File: src/rtl/frame_wr_ctrl.sv
// Write-side frame buffer controller: stores a 4-pixel/word AXI4-Stream video into a ring of frame
// buffers via AXI4 INCR bursts. Define FRAME_WR_CTRL_BRESP_CHECK_EN to flag non-OKAY bresp as a frame error.
module frame_wr_ctrl #(
  parameter longint unsigned START_ADDR    = 0,
  parameter int              FRAMES_AMOUNT = 3,
  parameter int              FRAME_RES_Y   = 1080,
  parameter int              FRAME_RES_X   = 1920,
  parameter int              ADDR_WIDTH    = 32,
  parameter int              DATA_WIDTH    = 64
) (
  input  logic                             clk_i,
  input  logic                             rst_i,
  // video stream slave
  input  logic [DATA_WIDTH-1:0]            video_tdata_i,
  input  logic                             video_tvalid_i,
  output logic                             video_tready_o,
  input  logic                             video_tlast_i,
  input  logic                             video_tuser_i,
  // AXI4 write master
  output logic [ADDR_WIDTH-1:0]            mem_awaddr_o,
  output logic [7:0]                       mem_awlen_o,
  output logic [2:0]                       mem_awsize_o,
  output logic [1:0]                       mem_awburst_o,
  output logic                             mem_awvalid_o,
  input  logic                             mem_awready_i,
  output logic [DATA_WIDTH-1:0]            mem_wdata_o,
  output logic [DATA_WIDTH/8-1:0]          mem_wstrb_o,
  output logic                             mem_wlast_o,
  output logic                             mem_wvalid_o,
  input  logic                             mem_wready_i,
`ifdef FRAME_WR_CTRL_BRESP_CHECK_EN
  input  logic [1:0]                       mem_bresp_i,
`endif
  input  logic                             mem_bvalid_i,
  output logic                             mem_bready_o,
  output logic [ADDR_WIDTH-1:0]            mem_araddr_o,
  output logic [7:0]                       mem_arlen_o,
  output logic [2:0]                       mem_arsize_o,
  output logic [1:0]                       mem_arburst_o,
  output logic                             mem_arvalid_o,
  output logic                             mem_rready_o,
  // buffer hand-off with the read side
  input  logic [$clog2(FRAMES_AMOUNT)-1:0] rd_frame_idx_i,
  output logic [$clog2(FRAMES_AMOUNT)-1:0] wr_frame_idx_o,
  output logic                             wr_done_stb_o,
  output logic                             frame_err_stb_o
);

  localparam int IDX_W          = $clog2(FRAMES_AMOUNT);
  localparam int WORDS_PER_LINE = (FRAME_RES_X + 3) / 4;
  localparam int BYTES_PER_LINE = WORDS_PER_LINE * 8;
  localparam longint unsigned BPF_L = longint'(BYTES_PER_LINE) * longint'(FRAME_RES_Y);
  localparam logic [ADDR_WIDTH-1:0] BYTES_PER_FRAME = ADDR_WIDTH'(BPF_L);
  localparam int LW = $clog2(WORDS_PER_LINE + 1);
  localparam int YW = $clog2(FRAME_RES_Y + 1);
  localparam int CW = (LW > 10) ? LW : 10;

  typedef enum logic [2:0] {
    S_WAIT_SOF,
    S_SEL_BUF,
    S_AW,
    S_W,
    S_B
  } state_e;

  state_e                  state_q;
  logic [ADDR_WIDTH-1:0]   addr_q;
  logic [LW-1:0]           line_left_q;   // beats of the line not yet claimed by an AW
  logic [8:0]              beats_left_q;  // beats left in the current burst
  logic [YW-1:0]           line_q;
  logic                    first_q;
  logic                    err_q;
  logic                    awvalid_q;
  logic [IDX_W-1:0]        sel_idx_q;
  logic [IDX_W-1:0]        wr_idx_q;
  logic                    done_stb_q;
  logic                    err_stb_q;

  logic [IDX_W-1:0]        sel_idx_d;
  logic [ADDR_WIDTH-1:0]   frame_base_d;
  logic [9:0]              page_beats;
  logic [9:0]              page_cap;
  logic [CW-1:0]           left_w;
  logic [8:0]              burst_len;
  logic                    w_beat;
  logic                    line_last;
  logic                    beat_err;
  logic                    bresp_err;

  function automatic logic [IDX_W-1:0] ring_inc(input logic [IDX_W-1:0] i);
    return (i == IDX_W'(FRAMES_AMOUNT - 1)) ? '0 : i + IDX_W'(1);
  endfunction

  // NOTE: every variable gets a default at the top of always_comb so no latch is inferred.
  always_comb begin
    sel_idx_d = ring_inc(wr_idx_q);
    if (sel_idx_d == rd_frame_idx_i) sel_idx_d = ring_inc(sel_idx_d);
    frame_base_d = ADDR_WIDTH'(START_ADDR) + ADDR_WIDTH'(sel_idx_d) * BYTES_PER_FRAME;
  end

  // Burst length = min(256, beats left in line, beats left before the next 4 KB page).
  always_comb begin
    page_beats = 10'd512 - {1'b0, addr_q[11:3]};
    page_cap   = (page_beats > 10'd256) ? 10'd256 : page_beats;
    left_w     = CW'(line_left_q);
    burst_len  = (left_w < CW'(page_cap)) ? left_w[8:0] : page_cap[8:0];
  end

  assign w_beat    = (state_q == S_W) && video_tvalid_i && mem_wready_i;
  assign line_last = (beats_left_q == 9'd1) && (line_left_q == '0);
  assign beat_err  = (video_tuser_i && !first_q) || (video_tlast_i != line_last);

`ifdef FRAME_WR_CTRL_BRESP_CHECK_EN
  assign bresp_err = (mem_bresp_i != 2'b00);
`else
  assign bresp_err = 1'b0;
`endif

  // NOTE: state registers use non-blocking assignments so every flop samples pre-edge values.
  always_ff @(posedge clk_i or posedge rst_i) begin
    if (rst_i) begin
      state_q      <= S_WAIT_SOF;
      addr_q       <= '0;
      line_left_q  <= '0;
      beats_left_q <= '0;
      line_q       <= '0;
      first_q      <= 1'b0;
      err_q        <= 1'b0;
      awvalid_q    <= 1'b0;
      sel_idx_q    <= '0;
      wr_idx_q     <= IDX_W'(FRAMES_AMOUNT - 1);
      done_stb_q   <= 1'b0;
      err_stb_q    <= 1'b0;
    end else begin
      done_stb_q <= 1'b0;
      err_stb_q  <= 1'b0;
      case (state_q)
        S_WAIT_SOF: begin
          if (video_tvalid_i && video_tuser_i) state_q <= S_SEL_BUF;
        end
        S_SEL_BUF: begin
          sel_idx_q   <= sel_idx_d;
          addr_q      <= frame_base_d;
          line_left_q <= LW'(WORDS_PER_LINE);
          line_q      <= '0;
          err_q       <= 1'b0;
          first_q     <= 1'b1;
          awvalid_q   <= 1'b1;
          state_q     <= S_AW;
        end
        S_AW: begin
          if (mem_awready_i) begin
            awvalid_q    <= 1'b0;
            beats_left_q <= burst_len;
            addr_q       <= addr_q + ADDR_WIDTH'({burst_len, 3'b000});
            line_left_q  <= line_left_q - LW'(burst_len);
            state_q      <= S_W;
          end
        end
        S_W: begin
          if (w_beat) begin
            first_q      <= 1'b0;
            beats_left_q <= beats_left_q - 9'd1;
            if (beat_err) err_q <= 1'b1;
            if (beats_left_q == 9'd1) state_q <= S_B;
          end
        end
        S_B: begin
          if (mem_bvalid_i) begin
            if (bresp_err) err_q <= 1'b1;
            if (line_left_q != '0) begin
              awvalid_q <= 1'b1;
              state_q   <= S_AW;
            end else if (line_q != YW'(FRAME_RES_Y - 1)) begin
              // Lines are contiguous, so addr_q already points at the next line.
              line_q      <= line_q + YW'(1);
              line_left_q <= LW'(WORDS_PER_LINE);
              awvalid_q   <= 1'b1;
              state_q     <= S_AW;
            end else begin
              state_q <= S_WAIT_SOF;
              if (err_q || bresp_err) begin
                err_stb_q <= 1'b1;
              end else begin
                done_stb_q <= 1'b1;
                wr_idx_q   <= sel_idx_q;
              end
            end
          end
        end
        default: state_q <= S_WAIT_SOF;
      endcase
    end
  end

  // In WAIT_SOF non-SOF words are drained; the SOF word is held until the first burst is open.
  assign video_tready_o = !rst_i && (((state_q == S_WAIT_SOF) && !video_tuser_i) ||
                                     ((state_q == S_W) && mem_wready_i));

  assign mem_awaddr_o  = addr_q;
  assign mem_awlen_o   = burst_len[7:0] - 8'd1;
  assign mem_awsize_o  = 3'd3;
  assign mem_awburst_o = 2'b01;
  assign mem_awvalid_o = awvalid_q;
  assign mem_wdata_o   = video_tdata_i;
  assign mem_wstrb_o   = '1;
  assign mem_wlast_o   = (state_q == S_W) && (beats_left_q == 9'd1);
  assign mem_wvalid_o  = (state_q == S_W) && video_tvalid_i;
  assign mem_bready_o  = 1'b1;

  assign mem_araddr_o  = '0;
  assign mem_arlen_o   = '0;
  assign mem_arsize_o  = '0;
  assign mem_arburst_o = '0;
  assign mem_arvalid_o = 1'b0;
  assign mem_rready_o  = 1'b0;

  assign wr_frame_idx_o  = wr_idx_q;
  assign wr_done_stb_o   = done_stb_q;
  assign frame_err_stb_o = err_stb_q;

endmodule
File: config.mk
export PLATFORM = sky130hd
export DESIGN_NAME = frame_wr_ctrl
export DESIGN_NICKNAME = d
export VERILOG_FILES = /design/src/rtl/frame_wr_ctrl.sv
export SDC_FILE = /design/constraint.sdc
export NUM_CORES = 1
export LEC_CHECK = 0
export ABC_CLOCK_PERIOD_IN_PS = 6700
export CAP_MARGIN = 10
export CORE_MARGIN = 2
export CORE_UTILIZATION = 45
export DETAILED_ROUTE_END_ITERATION = 7
export DONT_BUFFER_PORTS = 1
export GPL_ROUTABILITY_DRIVEN = 0
export SETUP_SLACK_MARGIN = 0.15
export SYNTH_ARGS = -nofsm -noshare
export SYNTH_HDL_FRONTEND = slang
export SYNTH_SLANG_ARGS = --single-unit
export TNS_END_PERCENT = 30
File: constraint.sdc
create_clock -name clk_i -period 6.7 [get_ports clk_i]
set_clock_uncertainty 0.1 [all_clocks]
set_input_delay 1.675 -clock clk_i [delete_from_list [all_inputs] [get_ports clk_i]]
set_output_delay 1.675 -clock clk_i [all_outputs]
set_load 0.005 [all_outputs]
After elaboration in Yosys (flattened, before gate mapping)
Cells that the tools add are included.

word-level totals
  register bits after elaboration = 73
  word-level logic and storage cells = 123

operators by class
  add/sub/neg operators = 8
  $mul = 1
  $lt $le $gt $ge = 2
  equal/unequal tests = 19
  muxes and demuxes = 47
  bitwise gates (word level) = 3
  reduce and logical (&&, ||, !) cells = 31

operator list
  kind                   number
  $pmux 32 s2            1
  $mux 9                 7
  $mux 11                3
  $add 32x12->32         1
  $mux 32                1
  $pmux 9 s3             1
  $pmux 11 s2            1
  $pmux 9 s2             1
  $mux 1                 17
  $ne 2x2->1 const B     8
  $mux 3                 5
  $pmux 3 s5             1
  $reduce_and 5->1       3
  $mul 2x11->13 const B  1
  $add 11x1->11 const B  1
  $ne 11x11->1 const B   1
  $gt 10x9->1 const B    1
  $lt 9x10->1            1
  $mux 10                1
  $mux 2                 5
  $sub 10x9->10 const A  1
  $eq 9x1->1 const B     1
  $logic_and 1x1->1      9
  $logic_not 9->1        1
  other kinds (23)       38

Logic depth before layout (Yosys ltp)
Gate-level depths: netlist (run 1).

  word-level depth = 8
  depth in mapped cells = 28
  mapped depth without buffers = 26

Least setup slack after synthesis (run 1)
No wires, ideal clock.

  path type = register to output
  start = reg addr_q[3] (netlist: mem_awaddr_o[3])
  end = out mem_awlen_o[4]
  arrival time = 4.582 ns
  setup slack = 0.343 ns
  cell stages (with the launch flop) = 20
  path buffers = 1
  path through = dfrtp_1 inv_1 ha_1 buf_2 or4b_4 nor4b_2 o21ai_1 o311ai_4 and3_1 inv_1 ha_1 a21oi_1 a21oi_1 nor4_1 a21oi_4 mux2_4 inv_1 ha_1 nand3_1 xnor2_1

on the way
  word-level cells in the longest chain between the ends = 6

RTL lines
  item                    RTL line  RTL
  start, declared         67        logic [ADDR_WIDTH-1:0] addr_q;
  start signal, assigned  143       addr_q <= frame_base_d;
  start signal, assigned  155       addr_q <= addr_q + ADDR_WIDTH'({burst_len, 3'b000});
  $sub 10x9->10 *         103       page_beats = 10'd512 - {1'b0, addr_q[11:3]};
  $gt 10x9->1             104       page_cap = (page_beats > 10'd256) ? 10'd256 : page_beats;
  $mux 10 *               104
  $lt 9x10->1             106       burst_len = (left_w < CW'(page_cap)) ? left_w[8:0] : page_cap[8:0];
  $mux 9 *                106
  $sub 8x1->8 *           201       assign mem_awlen_o = burst_len[7:0] - 8'd1;
  end, declared           21        output logic [7:0] mem_awlen_o,

Mark *: on every way between the ends. The rest lies on a longest branch, timed or not.

Worst setup path in the final report (run 1)
Same ends and word-level chain as after synthesis.

==> results.rst, run 1 <==
.. list-table::
   :header-rows: 1

   * - Metric
     - Value
   * - Worst Setup End Kind
     - output pin
   * - Final count of pins violating max slew
     - 0
   * - Critical register-to-register path endpoint
     - mem_awaddr_o[18]$_DFFE_PP0P_
   * - Share of synthesized flip-flops with an asynchronous set or reset
     - 100%
   * - Stages on the worst setup path
     - 19
   * - Top library cells by usage in the layout, fill and taps aside
     - 67 x sky130_fd_sc_hd__dfrtp_1, 65 x sky130_fd_sc_hd__nor2_1, 64 x sky130_fd_sc_hd__conb_1, 52 x sky130_fd_sc_hd__nand2_1
   * - GRT overflow
     - 0
   * - Slowest cell on the critical path
     - sky130_fd_sc_hd__or4b_4
   * - Req. time, crit path
     - 4.93 ns
   * - Worst-case clock buffer depth
     - 2
   * - Number of antenna violations at the first check in global routing
     - 0
   * - Highest metal used
     - met4
   * - Average instance area after synthesis
     - 8.38 µm²
   * - Count of different cell masters after synthesis
     - 73
   * - Yosys Warn Count
     - 0
   * - Period minus WS final
     - 6.40 ns
   * - Unrepaired setup endpoints after global routing
     - false
   * - Number of buffers inserted by port buffering
     - 0
   * - Fraction of layout cells with a size suffix above 1
     - 11.1%
   * - Half-perimeter wire length of the detailed placement result
     - 10,500 µm
   * - Most common library cell in the layout ignoring fill and taps
     - sky130_fd_sc_hd__dfrtp_1
   * - Via Count
     - 4,660
   * - Worst Max-Slew Pin Slew
     - 0.919 ns
   * - Diodes inserted
     - 0
   * - Maximum level of the CTS H-tree
     - 3
   * - Sum of routed wire segments on met1
     - 6240 µm
   * - Via count of the first global-routing pass
     - 4,506
   * - Slowest Stage Delay on Critical Path
     - 0.50 ns
   * - Final TNS setup
     - 0 ns
   * - Post-Synthesis Cell Area
     - 6170 µm²
   * - Horizontal die dimension
     - 121 µm
   * - Int Pwr
     - 2.31 mW
   * - GRT Util Overall
     - 20.1%
   * - Startpoint of the most critical register-to-register path
     - mem_awaddr_o[3]$_DFFE_PP0P_
   * - Maximum ir drop on the vdd rail
     - 0.313 mV
   * - Static power due to leakage
     - 2.74 nW
   * - Maximum number of pins on one net before global-route repair
     - 71
   * - EDFF count, synth
     - 0
   * - Sort of element at the start of the critical path
     - flop
   * - Clock tree from TritonCTS
     - done
   * - Starting DRC count in detailed routing
     - 285
   * - Row count
     - 42
   * - Share of power burned in the clock network
     - 9.8%
   * - Post-synthesis register bit count
     - 70
   * - Register-to-register setup slack
     - 0.55 ns
   * - Clock latency on the worst-skew pair
     - 0.34 ns
   * - HP Class
     - reg2reg
   * - Final Hold Slack
     - 0.373 ns
   * - Critical path peak fanout
     - 7
   * - Net load switching power
     - 2.32 mW
   * - Max-slew headroom at the worst pin
     - 38.8%
   * - Post-route fraction of the period consumed by the critical path
     - 95.4%
   * - Setup crit end
     - mem_awlen_o[4]
   * - Wire length reported by the detailed router
     - 14,500 µm
   * - Peak clock frequency supported by timing
     - 156 MHz
   * - Max-cap violation count
     - 0
   * - Root buffer cell
     - sky130_fd_sc_hd__clkbuf_16
   * - Result of the run
     - finished, final reports clean
   * - Worst-path cell chain
     - inv_2 -> ha_1 -> or4b_4 -> nor4b_2 -> o21ai_1 -> o311ai_4 -> and3_4 -> inv_1 -> ha_1 -> nand3_1 -> a21oi_1 -> nor3_1 -> buf_4 -> a21oi_4 -> mux2_4 -> inv_2 -> ha_2 -> nand3_1 -> xnor2_2
   * - DIE AREA
     - 14,700 µm²
   * - Worst path bufs/invs
     - 4
   * - Boundary Pins
     - 247
   * - Switching share of total power
     - 50.1%
   * - Final setup violation count
     - 0
   * - Arrival time worst endpoint
     - 4.62 ns
   * - Type of the worst setup path
     - reg2out
   * - Final hold viol count
     - 0
   * - Met3 WL
     - 943 µm
   * - Reg2Reg Depth
     - 26
   * - Signed area change from the synthesized netlist to the final layout
     - -2.33%
   * - Total CTS buffers
     - 9
   * - Power density cells
     - 768 nW/µm²
   * - Core box area
     - 13,300 µm²
   * - Crit path max-delay family
     - simple AND/OR/NAND/NOR gates
   * - Wire length of the first global-routing pass
     - 23,200 µm
   * - Number of remaining DRC errors
     - 0
   * - Gate Count Post-Synth
     - 736
   * - Via/cell ratio
     - 5.46
   * - Count of TritonRoute iterations in the first routing pass
     - 5
   * - Overall power
     - 4.63 mW
   * - Ys flop type
     - sky130_fd_sc_hd__dfrtp_1
   * - Share of power burned in registers
     - 14.8%
   * - Logic gate share of total power
     - 75.5%
   * - Clock Sinks
     - 70
   * - Initial cell density of the core
     - 46.4%
   * - Clk pin slew, worst setup/hold paths
     - 0.06 ns
   * - Number of nets with antenna violations after detailed routing
     - 0
   * - # nets final
     - 785
   * - Sequential-to-total area share from yosys stat
     - 28.4%
   * - Metal2 WL
     - 6990 µm
   * - Height of the die
     - 121 µm
   * - CP Launch Point
     - mem_awaddr_o[3]$_DFFE_PP0P_
   * - WL per Instance
     - 17.0 µm
[how the worst min path moves through the flow]
| stage | endpoint | cells past startpoint | slack (ns) | start |
|---|---|---|---|---|
| 6_report | first_q$_DFFE_PP0P_ | 2 | 0.37 | first_q$_DFFE_PP0P_ |
| 5_1_grt | sel_idx_q[1]$_DFFE_PP0P_ | 2 | 0.43 | sel_idx_q[1]$_DFFE_PP0P_ |
| 4_1_cts | first_q$_DFFE_PP0P_ | 2 | 0.38 | first_q$_DFFE_PP0P_ |
| 3_5_place_dp | first_q$_DFFE_PP0P_ | 2 | 0.36 | first_q$_DFFE_PP0P_ |
| 3_3_place_gp | first_q$_DFFE_PP0P_ | 2 | 0.35 | first_q$_DFFE_PP0P_ |
| 2_1_floorplan | first_q$_DFFE_PP0P_ | 2 | 0.34 | first_q$_DFFE_PP0P_ |
[power by group through the flow]
stage	clock (mW)	sequential [mW]	combinational (mW)
floorplan	0	0.628	2.66
global placement	0	0.688	3.10
detailed placement	0	0.692	3.19
CTS	0.463	0.686	3.28
global route	0.481	0.704	3.83
finish	0.452	0.683	3.49
[registers in the layout, summed over array words and instances, names as in the netlist]
register,flops
err_q,1
line_left_q,9
mem_awvalid_o,1
wr_done_stb_o,1
wr_frame_idx_o,2
first_q,1
state_q,3
beats_left_q,9
sel_idx_q,2
frame_err_stb_o,1
line_q,11
mem_awaddr_o,29
[layer usage]
layer / vias up / track usage, %
li1: 2225 / -
met1: 2251 / 25.1
met2: 139 / 32.1
met3: 45 / 6.72
met4: 0 / 7.78
met5: - / 0
[Yosys cell counts, drive strengths merged (5+ instances only)]
cell	n	area (µm²)
nand3	33	165
nand2b	9	56.3
ha	35	438
nand2	53	199
and2	5	31.3
dfrtp	69	1730
o211ai	6	45.0
nor4	5	31.3
mux2	6	71.3
a21oi	38	216
nor2	65	244
a31oi	7	50.1
clkbuf	26	97.6
buf	133	1010
or3	7	43.8
nand4	7	43.8
o21ai	40	200
xor2	21	184
inv	31	116
and3	12	75.1
nor3	16	80.1
xnor2	21	184
o22a	10	87.6
a21o	7	52.6
mux2i	5	73.8
[tightest hold or removal path: cells and delay by family (launching register included)]
kind | cells | cell delay [ns]
flip-flops | 1 | 0.33
AND/OR/NAND/NOR | 2 | 0.11
[per-stage QoR]
stage | setup WS [ns] | util (%) | instance area (µm²) | instances
final | 0.305 | 45.3 | 6030 | 854
after global routing | 0.135 | 45.3 | 6030 | 854
after CTS | 0.116 | 44.6 | 5930 | 846
after detailed placement | 0.298 | 42.2 | 5610 | 828
after global placement | 0.506 | 42.2 | 5610 | 828
after floorplan | 0.343 | - | 6400 | 798
[final cells by class]
type                    instances  area [µm²]
fillers                      1300        7270
well taps                     176         220
flip-flops and latches         70        1760
inverters                      31         116
clock buffers                  11         253
multi-input cells             538        3460
clock inverters                 4        22.5
repair buffers                 24         198
[logic make-up after synthesis]
logic type / share of synthesized area [%]
and+or+nand+nor: 19.0
buffers and inverters: 19.9
AOI/OAI and AO/OA: 16.5
DFF: 28.4
xor gates and xnor gates: 5.96
adders and majority gates: 7.75
muxes: 2.35
other: 0.122
[timing repair]
item / CTS / global route
resized for setup: 6 / 8
buffers inserted: 3 / 8
setup endpoints to repair: 4 / 27
hold endpoints to repair: 0 / 0
hold buffers: 0 / 0
pin swaps: 1 / 3
No activity file was read; power rests on OpenSTA's default activity.
==> inputs of run 2 (changes only) <==
--- a/config.mk
+++ b/config.mk
@@ -15,2 +15,3 @@
 export SETUP_SLACK_MARGIN = 0.15
+export SLEW_MARGIN = 30
 export SYNTH_ARGS = -nofsm -noshare
--- a/constraint.sdc
+++ b/constraint.sdc
@@ -4,2 +4,2 @@
 set_output_delay 1.675 -clock clk_i [all_outputs]
-set_load 0.005 [all_outputs]
+set_load 0.05 [all_outputs]
==> run 2 against run 1 <==
- final cell count up 2.6%
- critical path type unchanged
- first-iteration DRC count rose by 23%
- via count rose by 3.4%
- flip-flop and latch count did not move
- worst setup slack got worse by 0.044 ns
- utilization up 3.8 points
- hold slack better by 0.0060 ns
- cell area rose by 8.3%
==> results.rst, run 2 (same netlist as run 1, synthesis figures left out) <==
.. list-table::
   :header-rows: 1

   * - Metric
     - Value
   * - Count of TritonRoute iterations in the first routing pass
     - 5 (unchanged)
   * - Number of cells on the worst hold path
     - 2 (unchanged)
   * - Met2 demand-to-capacity share in global routing
     - 31.0% (-1.2 points)
   * - Via Count
     - 4,820 (+3.4%)
   * - Global-route layer with the greatest usage
     - met2
   * - Via count of the first global-routing pass
     - 4,521 (+0.33%)
   * - Root buffer cell
     - sky130_fd_sc_hd__clkbuf_16
   * - Wire length of the first global-routing pass
     - 23,100 µm (-0.53%)
   * - WL per Instance
     - 16.6 µm (-1.9%)
   * - Final hold viol count
     - 0 (unchanged)
   * - Type of the worst setup path
     - reg2out
   * - Starting DRC count in detailed routing
     - 351 (+23%)
   * - Critical register-to-register path endpoint
     - mem_awaddr_o[29]$_DFFE_PP0P_
   * - Row count
     - 42 (unchanged)
   * - GRT Util Overall
     - 19.6% (-0.51 points)
   * - Number of buffers inserted by port buffering
     - 0 (unchanged)
   * - DIE AREA
     - 14,700 µm² (unchanged)
   * - # nets final
     - 806 (+2.7%)
   * - GRT overflow
     - 0 (unchanged)
   * - Fraction of layout cells with a size suffix above 1
     - 16.9% (+5.8 points)
   * - Core box area
     - 13,300 µm² (unchanged)
   * - HP Class
     - reg2reg
   * - CP Launch Point
     - mem_awaddr_o[4]$_DFFE_PP0P_
   * - Most common library cell in the layout ignoring fill and taps
     - sky130_fd_sc_hd__dfrtp_1
   * - Number of nets with antenna violations after detailed routing
     - 0 (unchanged)
   * - Setup crit end
     - mem_awlen_o[7]
   * - Wire length reported by the detailed router
     - 14,600 µm (+0.58%)
   * - Period minus WS final
     - 6.44 ns (+0.0444 ns)
   * - Final count of pins violating max slew
     - 0 (unchanged)
   * - Reg2Reg Depth
     - 26 (unchanged)
   * - Signed area change from the synthesized netlist to the final layout
     - 5.76%
   * - Boundary Pins
     - 247 (unchanged)
   * - Number of remaining DRC errors
     - 0 (unchanged)
   * - Max-cap violation count
     - 0 (unchanged)
   * - Via/cell ratio
     - 5.50 (+0.84%)
   * - Met1 track utilization from global routing
     - 25.3% (+0.14 points)
   * - Worst-case clock buffer depth
     - 2 (unchanged)
   * - Peak clock frequency supported by timing
     - 155 MHz (-0.69%)
   * - Register-to-register setup slack
     - 0.60 ns (+0.05 ns)
   * - Final setup violation count
     - 0 (unchanged)
   * - Arrival time worst endpoint
     - 4.66 ns (+0.04 ns)
   * - Unrepaired setup endpoints after global routing
     - false
   * - Half-perimeter wire length of the detailed placement result
     - 10,600 µm (+0.33%)
   * - Number of antenna violations at the first check in global routing
     - 0 (unchanged)
   * - Final TNS setup
     - 0 ns (unchanged)
   * - Startpoint of the most critical register-to-register path
     - mem_awaddr_o[4]$_DFFE_PP0P_
   * - Clock tree from TritonCTS
     - done
   * - Sort of element at the start of the critical path
     - flop
   * - Layout filler cell count
     - 1,247 (-4.1%)
   * - Critical path peak fanout
     - 8 (+1)
   * - Height of the die
     - 121 µm (unchanged)
   * - Total CTS buffers
     - 9 (unchanged)
   * - Result of the run
     - finished, final reports clean
   * - Req. time, crit path
     - 4.93 ns (about the same)
   * - Clock latency on the worst-skew pair
     - 0.34 ns (about the same)
   * - Post-route fraction of the period consumed by the critical path
     - 96.1% (+0.66 points)
   * - Horizontal die dimension
     - 121 µm (unchanged)
   * - Worst Max-Slew Pin Slew
     - 0.921 ns (+0.00233 ns)
   * - Maximum level of the CTS H-tree
     - 3 (unchanged)
   * - Maximum number of pins on one net before global-route repair
     - 71 (unchanged)
   * - Clk pin slew, worst setup/hold paths
     - 0.06 ns (about the same)
   * - Top library cells by usage in the layout, fill and taps aside
     - 67 x sky130_fd_sc_hd__dfrtp_1, 65 x sky130_fd_sc_hd__nor2_1, 64 x sky130_fd_sc_hd__conb_1, 52 x sky130_fd_sc_hd__nand2_1, 36 x sky130_fd_sc_hd__buf_4
   * - Met3 demand-to-capacity share in global routing
     - 6.58% (-0.14 points)
   * - Clock Sinks
     - 70 (unchanged)
   * - Worst Setup End Kind
     - output pin
   * - Number of flip-flops in the largest register
     - 29 (unchanged)
   * - Diodes inserted
     - 0 (unchanged)
   * - CTS hold repair buffers
     - 0 (unchanged)
   * - Initial cell density of the core
     - 46.4% (unchanged)
   * - Max-slew headroom at the worst pin
     - 38.0% (-0.72 points)
==> run 2: cell types whose count changed in the layout (fill, tap and decap cells not counted), sizes merged, moves of 2 or more <==
cell	before	now
buf	22	45
clkinv	3	0
bufinv	0	2
clkinvlp	1	3
dlymetal6s2s	2	0
==> run 2: per-stage QoR <==
stage	util [%]	hold WS [ns]	std cells	setup WS [ns]	instance area, µm²
after floorplan	-	0.338	798	0.150	6550
after global placement	44.3	0.355	840	0.488	5890
after detailed placement	44.3	0.356	840	0.372	5890
after CTS	47.0	0.379	858	0.166	6240
after global routing	49.1	0.412	876	0.122	6530
final	49.1	0.379	876	0.261	6530
==> run 2: per-layer routing <==
metal,part of all wire (%),vias up
li1,-,2277
met1,43,2351
met2,48,155
met3,6.3,37
met4,2.3,0
met5,0,-
==> run 2: layout make-up <==
class | instances | area, µm² | area share, %
Clock inverter | 6 | 92.6 | 1.42
Timing Repair Buffer | 45 | 424 | 6.50
Clock buffer | 10 | 239 | 3.66
Sequential cell | 70 | 1760 | 26.9
Inverter | 31 | 125 | 1.92
Multi-Input combinational cell | 538 | 3670 | 56.2
Tap cell | 176 | 220 | 3.37
==> run 2: worst min-delay path by stage <==
stage / start / endpoint / slack [ns]
final: first_q$_DFFE_PP0P_ / first_q$_DFFE_PP0P_ / 0.38
after global routing: first_q$_DFFE_PP0P_ / first_q$_DFFE_PP0P_ / 0.41
after CTS: first_q$_DFFE_PP0P_ / first_q$_DFFE_PP0P_ / 0.38
after detailed placement: first_q$_DFFE_PP0P_ / first_q$_DFFE_PP0P_ / 0.36
after global placement: first_q$_DFFE_PP0P_ / first_q$_DFFE_PP0P_ / 0.36
after floorplan: first_q$_DFFE_PP0P_ / first_q$_DFFE_PP0P_ / 0.34
==> run 2: timing repair <==
action	4_1_cts	5_1_grt
pin swaps	1	14
endpoints found under the setup margin	5	15
buffers inserted	2	18
endpoints found under the hold margin	0	0
gates resized for setup	1	25
==> run 2: worst max-delay path, stage by stage, from the launching register on <==
cell	delay [ns]
sky130_fd_sc_hd__dfrtp_2	0.42
sky130_fd_sc_hd__inv_4	0.08
sky130_fd_sc_hd__ha_4	0.13
sky130_fd_sc_hd__or4b_4	0.51
sky130_fd_sc_hd__nor4b_4	0.31
sky130_fd_sc_hd__o21ai_2	0.09
sky130_fd_sc_hd__o311ai_4	0.38
sky130_fd_sc_hd__and3_4	0.26
sky130_fd_sc_hd__inv_1	0.06
sky130_fd_sc_hd__ha_4	0.24
sky130_fd_sc_hd__a21oi_4	0.16
sky130_fd_sc_hd__a21oi_4	0.09
sky130_fd_sc_hd__nor4_4	0.36
sky130_fd_sc_hd__a21oi_4	0.12
sky130_fd_sc_hd__buf_12	0.17
sky130_fd_sc_hd__buf_6	0.14
sky130_fd_sc_hd__nand2b_4	0.14
sky130_fd_sc_hd__a211oi_2	0.27
sky130_fd_sc_hd__xnor2_1	0.17
sky130_fd_sc_hd__buf_4	0.24
Power of run 2 is not shown: default switching activity piles up to over one toggle a cycle in this logic, so the estimate is an artifact.
